## src/rtl/spfa_pkg.sv

```systemverilog
// Shared constants and FSM encodings for the SPFA work-list scheduler.
// States are plain localparams so legacy blocks can decode them as bits.
package spfa_pkg;

  localparam int NODE_W     = 4;
  localparam int NODES      = 16;
  localparam int CNT_W      = 9;
  localparam int ITER_LIMIT = 256;

  typedef logic [2:0] state_t;

  localparam state_t IDLE    = 3'd0;
  localparam state_t INIT    = 3'd1;
  localparam state_t POP     = 3'd2;
  localparam state_t ISSUE   = 3'd3;
  localparam state_t SCAN    = 3'd4;
  localparam state_t FINISH  = 3'd5;
  localparam state_t ABORT_S = 3'd6;

endpackage

```

## src/rtl/spfa_vq.sv

```systemverilog
// Circular vertex FIFO; depth is a power of two so pointers wrap freely.
// Simultaneous push and pop leave the occupancy count unchanged.
module spfa_vq #(
  parameter int W     = 4,
  parameter int DEPTH = 16
) (
  input  logic         CLK,
  input  logic         RESET,
  input  logic         clr,
  input  logic         push,
  input  logic [W-1:0] push_id,
  input  logic         pop,
  output logic [W-1:0] head_id,
  output logic [W:0]   count
);

  logic [W-1:0] mem [DEPTH];
  logic [W-1:0] rd_ptr;
  logic [W-1:0] wr_ptr;
  logic         empty;
  logic         full;
  logic         do_pop;
  logic         ovf;

  assign empty   = (count == '0);
  assign full    = (count == (W+1)'(DEPTH));
  assign do_pop  = pop && !empty;
  assign head_id = mem[rd_ptr];
  assign ovf     = push && full && !do_pop;

  always_ff @(posedge CLK) begin
    if (push)
      mem[wr_ptr] <= push_id;
  end

  always_ff @(posedge CLK or posedge RESET) begin
    if (RESET) begin
      rd_ptr <= '0;
      wr_ptr <= '0;
      count  <= '0;
    end else if (clr) begin
      rd_ptr <= '0;
      wr_ptr <= '0;
      count  <= '0;
    end else begin
      if (push)
        wr_ptr <= wr_ptr + 1'b1;
      if (do_pop)
        rd_ptr <= rd_ptr + 1'b1;
      case ({push, do_pop})
        2'b10:   count <= count + 1'b1;
        2'b01:   count <= count - 1'b1;
        default: count <= count;
      endcase
    end
  end

`ifndef SYNTHESIS
  // The in-queue bitmap should make this unreachable.
  always @(posedge CLK) begin
    if (!RESET)
      assert (!ovf) else $error("spfa_vq overflow");
  end
`endif

endmodule

```

## src/rtl/spfa_sched_ctrl.sv

```systemverilog
// SPFA work-list scheduler: FIFO of pending vertices plus in-queue bitmap,
// issuing one vertex at a time to the relaxation datapath.
module spfa_sched_ctrl
  import spfa_pkg::*;
(
  input  logic              CLK,
  input  logic              RESET,
  input  logic              START,
  input  logic [NODE_W-1:0] SRC,
  output logic              NODE_VALID,
  output logic [NODE_W-1:0] NODE_ID,
  input  logic              NODE_READY,
  input  logic              SCAN_DONE,
  input  logic              UPD_VALID,
  input  logic [NODE_W-1:0] UPD_ID,
  output logic              BUSY,
  output logic              DONE,
  output logic              ABORT,
  output logic [CNT_W-1:0]  POP_CNT
);

  localparam logic [CNT_W-1:0] LIMIT = CNT_W'(ITER_LIMIT);

  state_t             state;
  logic [NODE_W-1:0]  src_q;
  logic [NODES-1:0]   inq;
  logic               upd_ok;
  logic               q_clr;
  logic               q_push;
  logic               q_pop;
  logic [NODE_W-1:0]  q_din;
  logic [NODE_W-1:0]  q_head;
  logic [NODE_W:0]    q_count;
  logic               q_empty;

  assign q_empty = (q_count == '0);

  always_comb begin
    upd_ok = 1'b0;
    q_clr  = 1'b0;
    q_push = 1'b0;
    q_pop  = 1'b0;
    q_din  = UPD_ID;
    if ((state == ISSUE) || (state == SCAN))
      upd_ok = UPD_VALID && !inq[UPD_ID];
    q_clr = (state == IDLE) && START;
    if (state == INIT) begin
      q_push = 1'b1;
      q_din  = src_q;
    end else begin
      q_push = upd_ok;
    end
    q_pop = (state == POP) && !q_empty
         && (POP_CNT != LIMIT);
  end

  spfa_vq #(
    .W     (NODE_W),
    .DEPTH (NODES)
  ) u_vq (
    .CLK     (CLK),
    .RESET   (RESET),
    .clr     (q_clr),
    .push    (q_push),
    .push_id (q_din),
    .pop     (q_pop),
    .head_id (q_head),
    .count   (q_count)
  );

  always_ff @(posedge CLK or posedge RESET) begin
    if (RESET) begin
      state      <= IDLE;
      src_q      <= '0;
      inq        <= '0;
      NODE_VALID <= 1'b0;
      NODE_ID    <= '0;
      BUSY       <= 1'b0;
      DONE       <= 1'b0;
      ABORT      <= 1'b0;
      POP_CNT    <= '0;
    end else begin
      DONE  <= 1'b0;
      ABORT <= 1'b0;
      if (upd_ok)
        inq[UPD_ID] <= 1'b1;
      case (state)
        IDLE: begin
          if (START) begin
            src_q   <= SRC;
            POP_CNT <= '0;
            inq     <= '0;
            BUSY    <= 1'b1;
            state   <= INIT;
          end
        end
        INIT: begin
          inq[src_q] <= 1'b1;
          state      <= POP;
        end
        POP: begin
          if (q_empty) begin
            DONE  <= 1'b1;
            state <= FINISH;
          end else if (POP_CNT == LIMIT) begin
            ABORT <= 1'b1;
            state <= ABORT_S;
          end else begin
            NODE_ID     <= q_head;
            inq[q_head] <= 1'b0;
            POP_CNT     <= POP_CNT + 1'b1;
            state       <= ISSUE;
          end
        end
        // First ISSUE cycle raises VALID; the handshake completes after.
        ISSUE: begin
          if (!NODE_VALID) begin
            NODE_VALID <= 1'b1;
          end else if (NODE_READY) begin
            NODE_VALID <= 1'b0;
            state      <= SCAN;
          end
        end
        SCAN: begin
          if (SCAN_DONE)
            state <= POP;
        end
        FINISH, ABORT_S: begin
          BUSY  <= 1'b0;
          state <= IDLE;
        end
        default: begin
          BUSY  <= 1'b0;
          state <= IDLE;
        end
      endcase
    end
  end

endmodule

```

## config.mk

```make
export PLATFORM = sky130hd
export DESIGN_NAME = spfa_sched_ctrl
export DESIGN_NICKNAME = d
export VERILOG_FILES = /design/src/rtl/spfa_pkg.sv /design/src/rtl/spfa_vq.sv /design/src/rtl/spfa_sched_ctrl.sv
export SDC_FILE = /design/constraint.sdc
export NUM_CORES = 1
export LEC_CHECK = 0
export BUFFER_PORTS_ARGS = -buffer_cell sky130_fd_sc_hd__buf_2
export CORE_UTILIZATION = 50
export DETAILED_ROUTE_END_ITERATION = 12
export HOLD_SLACK_MARGIN = 0.08
export PLACE_DENSITY = 0.67
export SYNTH_ARGS = -nofsm -noshare
export SYNTH_HDL_FRONTEND = slang
export SYNTH_HIERARCHICAL = 1
export SYNTH_SLANG_ARGS = --single-unit
```

## constraint.sdc

```tcl
create_clock -name CLK -period 4.1 [get_ports CLK]
set_clock_uncertainty 0.1 [all_clocks]
set_input_delay 0.41 -clock CLK [delete_from_list [all_inputs] [get_ports CLK]]
set_output_delay 0.41 -clock CLK [all_outputs]
set_load 0.01 [all_outputs]
```

After elaboration in Yosys (flattened, before gate mapping)
Memory sizes are Yosys's and may differ from the RTL's.
Index checks and enable logic that the tools add are counted.
{ "word_totals": {"ram_bits": 64, "memories": 1, "output_inout_bits": 17, "regBits": 53} }
{ "mem_list": {"columns": ["name", "words", "word_bits", "read_ports", "rd_ports_with_merged_regs", "write_ports", "line_no", "source"], "rows": [
  ["u_vq.mem", 16, 4, 1, 0, 1, "spfa_vq.sv:17", "logic [W-1:0] mem [DEPTH];"]
]} }
{ "classes": {"n_lt_le_gt_ge": 6, "n_mux": 44, "bitwise": 7, "addsub": 5, "n_reduce_logical": 23, "eq_ne": 14} }
{ "ops": {"columns": ["operator", "n"], "rows": [
  ["$mux 16", 4],
  ["$pmux 16 s3", 1],
  ["$or 16x16->16", 2],
  ["$mux 9", 3],
  ["$mux 4", 5],
  ["$mux 3", 6],
  ["$pmux 9 s2", 1],
  ["$and 16x16->16", 1],
  ["$mux 1", 16],
  ["$not 16->16", 1],
  ["$lt 4x5->1 const B", 3],
  ["$pmux 3 s5", 1],
  ["$demux 1 s4", 3],
  ["$ge 4x1->1 const B", 3],
  ["$ne 2x2->1 const B", 6],
  ["$pmux 5 s2", 1],
  ["$add 9x1->9 const B", 1],
  ["$eq 9x9->1 const B", 1],
  ["$ne 9x9->1 const B", 1],
  ["$add 4x1->4 const B", 2],
  ["$logic_and 1x1->1", 8],
  ["$reduce_and 4->1", 2],
  ["$eq 3x2->1 const B", 2],
  ["$reduce_bool 2->1", 3],
  ["18 further kinds", 22]
]} }

Depth between registers and ports, before layout
{ "depth": {"depth_word": 10, "ltp_mapped": 17, "ltp_nobuf": 16} }

Modules after synthesis
The synthesis kept the hierarchy.
{ "by_module_without_submodules": {"columns": ["mod", "n_inst", "area_each_um2", "cells_each"], "rows": [
  ["spfa_vq", 1, 3413.3, 230],
  ["spfa_sched_ctrl", 1, 2391.0, 244]
]} }

Worst setup path before layout
Ideal clock, no wire load.
{ "synth_path": {"path_kind": "flip-flop to flip-flop", "from": "reg POP_CNT[0]", "to": "reg u_vq.count[4]", "synth_period_minus_slack_ns": 3.079, "path_slack_ns": 1.021, "t_arrival_ns": 2.848, "t_required_ns": 3.869, "stages_incl_launch_ff": 18, "cell_sequence": "dfrtp_1 inv_1 ha_1 and2_1 and3_1 clkbuf_2 nor2_1 nand3_2 inv_1 nor2b_1 o21ai_0 inv_1 ha_1 and4b_1 a21oi_1 a32oi_1 nand3_1 o211ai_2"} }
{ "synth_via": {"elab_chain_cells": 6, "word_cells_on_any_way": 8} }
{ "synth_lines": {"columns": ["item", "line_no", "source"], "rows": [
  ["from (decl)", "spfa_sched_ctrl.sv:19", "output logic [CNT_W-1:0] POP_CNT"],
  ["from (signal assigned)", "spfa_sched_ctrl.sv:111", "POP_CNT <= POP_CNT + 1'b1;"],
  ["$ne 9x9->1 *", "spfa_sched_ctrl.sv:54", "&& (POP_CNT != LIMIT);"],
  ["$logic_and 1x1->1 *", "spfa_sched_ctrl.sv:54", null],
  ["named net q_pop", "spfa_sched_ctrl.sv:30", "logic q_pop;"],
  ["$logic_and 1x1->1 *", "spfa_vq.sv:27", "assign do_pop = pop && !empty;"],
  ["$eq 2x1->1 / $eq 2x2->1 (equally long branches)", "spfa_vq.sv:50", "case ({push, do_pop})"],
  ["$pmux 5 s2", "spfa_vq.sv:50", null],
  ["$mux 5", "spfa_vq.sv:41", "end else if (clr) begin"],
  ["to (signal assigned)", "spfa_vq.sv:51", "2'b10: count <= count + 1'b1;"],
  ["to (signal assigned)", "spfa_vq.sv:52", "2'b01: count <= count - 1'b1;"],
  ["to (signal assigned)", "spfa_vq.sv:53", "default: count <= count;"],
  ["to (decl)", "spfa_vq.sv:14", "output logic [W:0] count"]
]} }
Mark *: on every way through the listed nets, which the timed path passes. The rest lies on a longest branch.
A chain may end at the register's enable or synchronous reset.

Worst setup path in the final report
{ "layout_path": {"from": "reg u_vq.count[4]", "to": "reg u_vq.count[4]"} }
{ "layout_via": {"elab_chain_cells": 8, "word_cells_on_any_way": 12} }
{ "layout_lines": {"columns": ["item", "line_no", "source"], "rows": [
  ["$logic_not 5->1 *", "spfa_sched_ctrl.sv:36", "assign q_empty = (q_count == '0);"],
  ["$logic_not 1->1 *", "spfa_sched_ctrl.sv:53", "q_pop = (state == POP) && !q_empty"],
  ["$logic_and 1x1->1 *", "spfa_sched_ctrl.sv:53", null],
  ["$logic_and 1x1->1 *", "spfa_sched_ctrl.sv:54", null],
  ["named net q_pop", "spfa_sched_ctrl.sv:30", null],
  ["$logic_and 1x1->1 *", "spfa_vq.sv:27", null],
  ["$eq 2x1->1 / $eq 2x2->1 (equally long branches)", "spfa_vq.sv:50", null],
  ["$pmux 5 s2", "spfa_vq.sv:50", null],
  ["$mux 5", "spfa_vq.sv:41", null]
]} }
Marked as above.

==> flow_summary.json <==
{
  "ant_nets": 0,
  "vias": 4046,
  "cts_max_path_buffers": 2,
  "cp-start-kind": "register",
  "grt_pass1_wl_mm": 20.2,
  "run_status": "complete, no violations",
  "syn_to_final_growth_pct": 16.0,
  "max_stage_delay_ns": 0.48,
  "layout_common_cells": "64 x edfxtp_1, 53 x dfrtp_1, 48 x nand2_1",
  "crit_slowest_cell": "dfrtp_1",
  "relSlewSlack": 0.576,
  "drive_gt1_frac": 0.217,
  "crit_buf_inv": 2,
  "rsz0062_at_grt": "no",
  "synth-async-reset-ratio": 0.453,
  "hp-class": "input port to register",
  "yosysWarnings": 6,
  "tightest_slew_ns": 0.631,
  "viasPerCell": 6.08,
  "initial_utilization": 0.524,
  "maxCapViolations": 0,
  "synth.avg_cell_area_sq_um": 12.2,
  "grt_use_total": 0.234,
  "path_max_fanout": 9,
  "path_cells": "or3_4, nor3_1, nor2_1, nand3_2, inv_1, nor2b_1, o21ai_0, inv_1, ha_1, and4b_1, a21oi_1, a32oi_1, nand3_1, o211ai_2",
  "fin_ws_ns": 0.709,
  "synth_nets": 497,
  "setup_viol": 0,
  "die_x_microns": 110,
  "finalCritPeriodShare": 0.827,
  "cts_inserted_buffers": 17,
  "port_buffers": 30,
  "clock_latency_ns": 0.41,
  "slew_viol_final": 0,
  "grt_start_max_net_pins": 41,
  "synth_ff_type": "edfxtp_1",
  "overflow": 0,
  "htreeDepth": 4,
  "worst_path_dominant_cell_family": "simple AND/OR/NAND/NOR gates",
  "drtIter0Drc": 249,
  "synth-seq-area-share": 0.560,
  "core.rowCount": 38,
  "tns_ns": 0,
  "crit_required_ns": 4.34,
  "final_common_cell": "edfxtp_1",
  "power_mw": 5.18,
  "die_y_microns": 110,
  "whs_ns": 0.100,
  "coreArea_sq_um": 11100,
  "path_class": "register to register",
  "fin_nets": 535,
  "endpoint_kind": "register",
  "clockRootBuffer": "clkbuf_16",
  "fmax_mhz": 295,
  "hold_violations": 0,
  "cts_tree": "yes",
  "ir_drop_mv": 0.529,
  "die_area_sq_um": 12000,
  "min_period_ns": 3.39,
  "hpwl_mm": 8.94,
  "synth-edff-count": 64,
  "synth.cell_area_sq_um": 5800,
  "dp_slack_ns": 0.647,
  "ys_ff_latch": 117,
  "firstDrtPassIters": 5,
  "syn_inst": 474,
  "cp.arrival_ns": 3.63,
  "power.leakage_nw": 2.67,
  "antenna_found_initial": 0,
  "numClockSinks": 117,
  "path_common_cell": "inv_1",
  "ios": 31,
  "place_congestion": 0.914,
  "antenna_cells": 0,
  "synth_cell_types": 68,
  "wire_per_inst_microns": 19.1,
  "finalWirelength_mm": 12.7,
  "grt_pass1_vias": 3962,
  "clk_pin_slew_ns": 0.06,
  "drcViolationCount": 0,
  "pwr_density_cell_nw_per_um2": 769
}
[layer usage]
metal,global-route usage,up-vias,wire length (microns)
li1,-,1870,-
met1,0.309,2020,5740
met2,0.359,138,6010
met3,0.0628,18,684
met4,0.114,0,231
met5,0,-,0
[cell families (layout without fill, tap and decap cells)]
group,Yosys count,count (layout),synth area share
compound gates,93,93,0.114
xor+xnor,14,14,0.0224
fa+ha+maj,9,9,0.0194
buf+inv,37,88,0.0267
flops,117,117,0.560
mux,38,38,0.0955
simple gates,166,166,0.163
[layout make-up]
class / instances / area (sq um)
Fill cell: 890 / 4340
Sequential cell: 117 / 3250
Multi-Input combinational cell: 320 / 2400
Clock buffer: 21 / 470
Timing Repair Buffer: 40 / 230
Tap cell: 140 / 175
Clock inverter: 11 / 150
Inverter: 16 / 60.1
[stage by stage]
stage	cell area (sq um)	utilization	cells
global route	6740	0.608	665
finish	6740	0.608	665
detailed placement	6090	0.550	631
floorplan	5800	-	474
CTS	6740	0.608	665
global placement	6090	0.550	631
[registers in the layout (all words and copies together) (netlist names)]
name / flops
u_vq/wr_ptr: 4
POP_CNT: 9
state: 3
DONE: 1
u_vq/rd_ptr: 4
inq: 16
u_vq/mem: 64
NODE_ID: 4
u_vq/count: 5
NODE_VALID: 1
BUSY: 1
ABORT: 1
src_q: 4
[worst paths after layout]
kind | startpoint | end | slack (ns) | cells after the start
worst max register to register | u_vq/count[4] | u_vq/count[4] | 0.71 | 14
worst min register to register | NODE_VALID | NODE_VALID | 0.40 | 1
max in group asynchronous | RESET | inq[15] | 2.95 | 4
worst min-delay path | SRC[3] | src_q[3] | 0.10 | 3
min in group asynchronous | RESET | u_vq/count[1] | 0.51 | 3
worst max-delay path | u_vq/count[4] | u_vq/count[4] | 0.71 | 14
[Yosys cell counts, types with 4 or more instances]
master | number | area (sq um)
a211oi_1 | 9 | 67.6
a21oi_1 | 16 | 80.1
a221oi_1 | 16 | 140
a22oi_1 | 4 | 30.0
a31oi_1 | 7 | 43.8
and2_1 | 10 | 62.6
and3_1 | 10 | 62.6
buf_2 | 6 | 30.0
clkbuf_1 | 9 | 33.8
dfrtp_1 | 53 | 1330
edfxtp_1 | 64 | 1920
ha_1 | 9 | 113
inv_1 | 15 | 56.3
mux2_2 | 9 | 101
mux2i_1 | 16 | 160
mux4_2 | 13 | 293
nand2_1 | 48 | 180
nand3_1 | 9 | 45.0
nand4_1 | 4 | 25.0
nor2_1 | 31 | 116
nor2b_1 | 12 | 75.1
nor3_1 | 5 | 25.0
nor3b_1 | 6 | 45.0
o21ai_0 | 18 | 90.1
xnor2_1 | 8 | 70.1
xor2_1 | 5 | 43.8
[worst register-to-register path: stages, from the launching register on]
cell      delay, ns
dfrtp_1        0.48
or3_4          0.38
nor3_1         0.39
nor2_1         0.13
nand3_2        0.17
inv_1          0.14
nor2b_1        0.18
o21ai_0        0.19
inv_1          0.09
ha_1           0.36
and4b_1        0.21
a21oi_1        0.04
a32oi_1        0.27
nand3_1        0.13
o211ai_2       0.08
[where the power goes]
part / internal, mW / switching (mW) / leakage, nW / total, mW
Combinational: 0.748 / 1.08 / 1.11 / 1.83
Clock: 1.00 / 0.518 / 0.290 / 1.52
Sequential: 1.56 / 0.267 / 1.27 / 1.82
Total: 3.31 / 1.87 / 2.67 / 5.18
[timing repair]
action                                 CTS  global route
buffers inserted                         0             0
endpoints found under the hold margin   54             0
hold buffers                             2             0
resized for setup                        0             0
No activity file was read; power rests on OpenSTA's default activity.
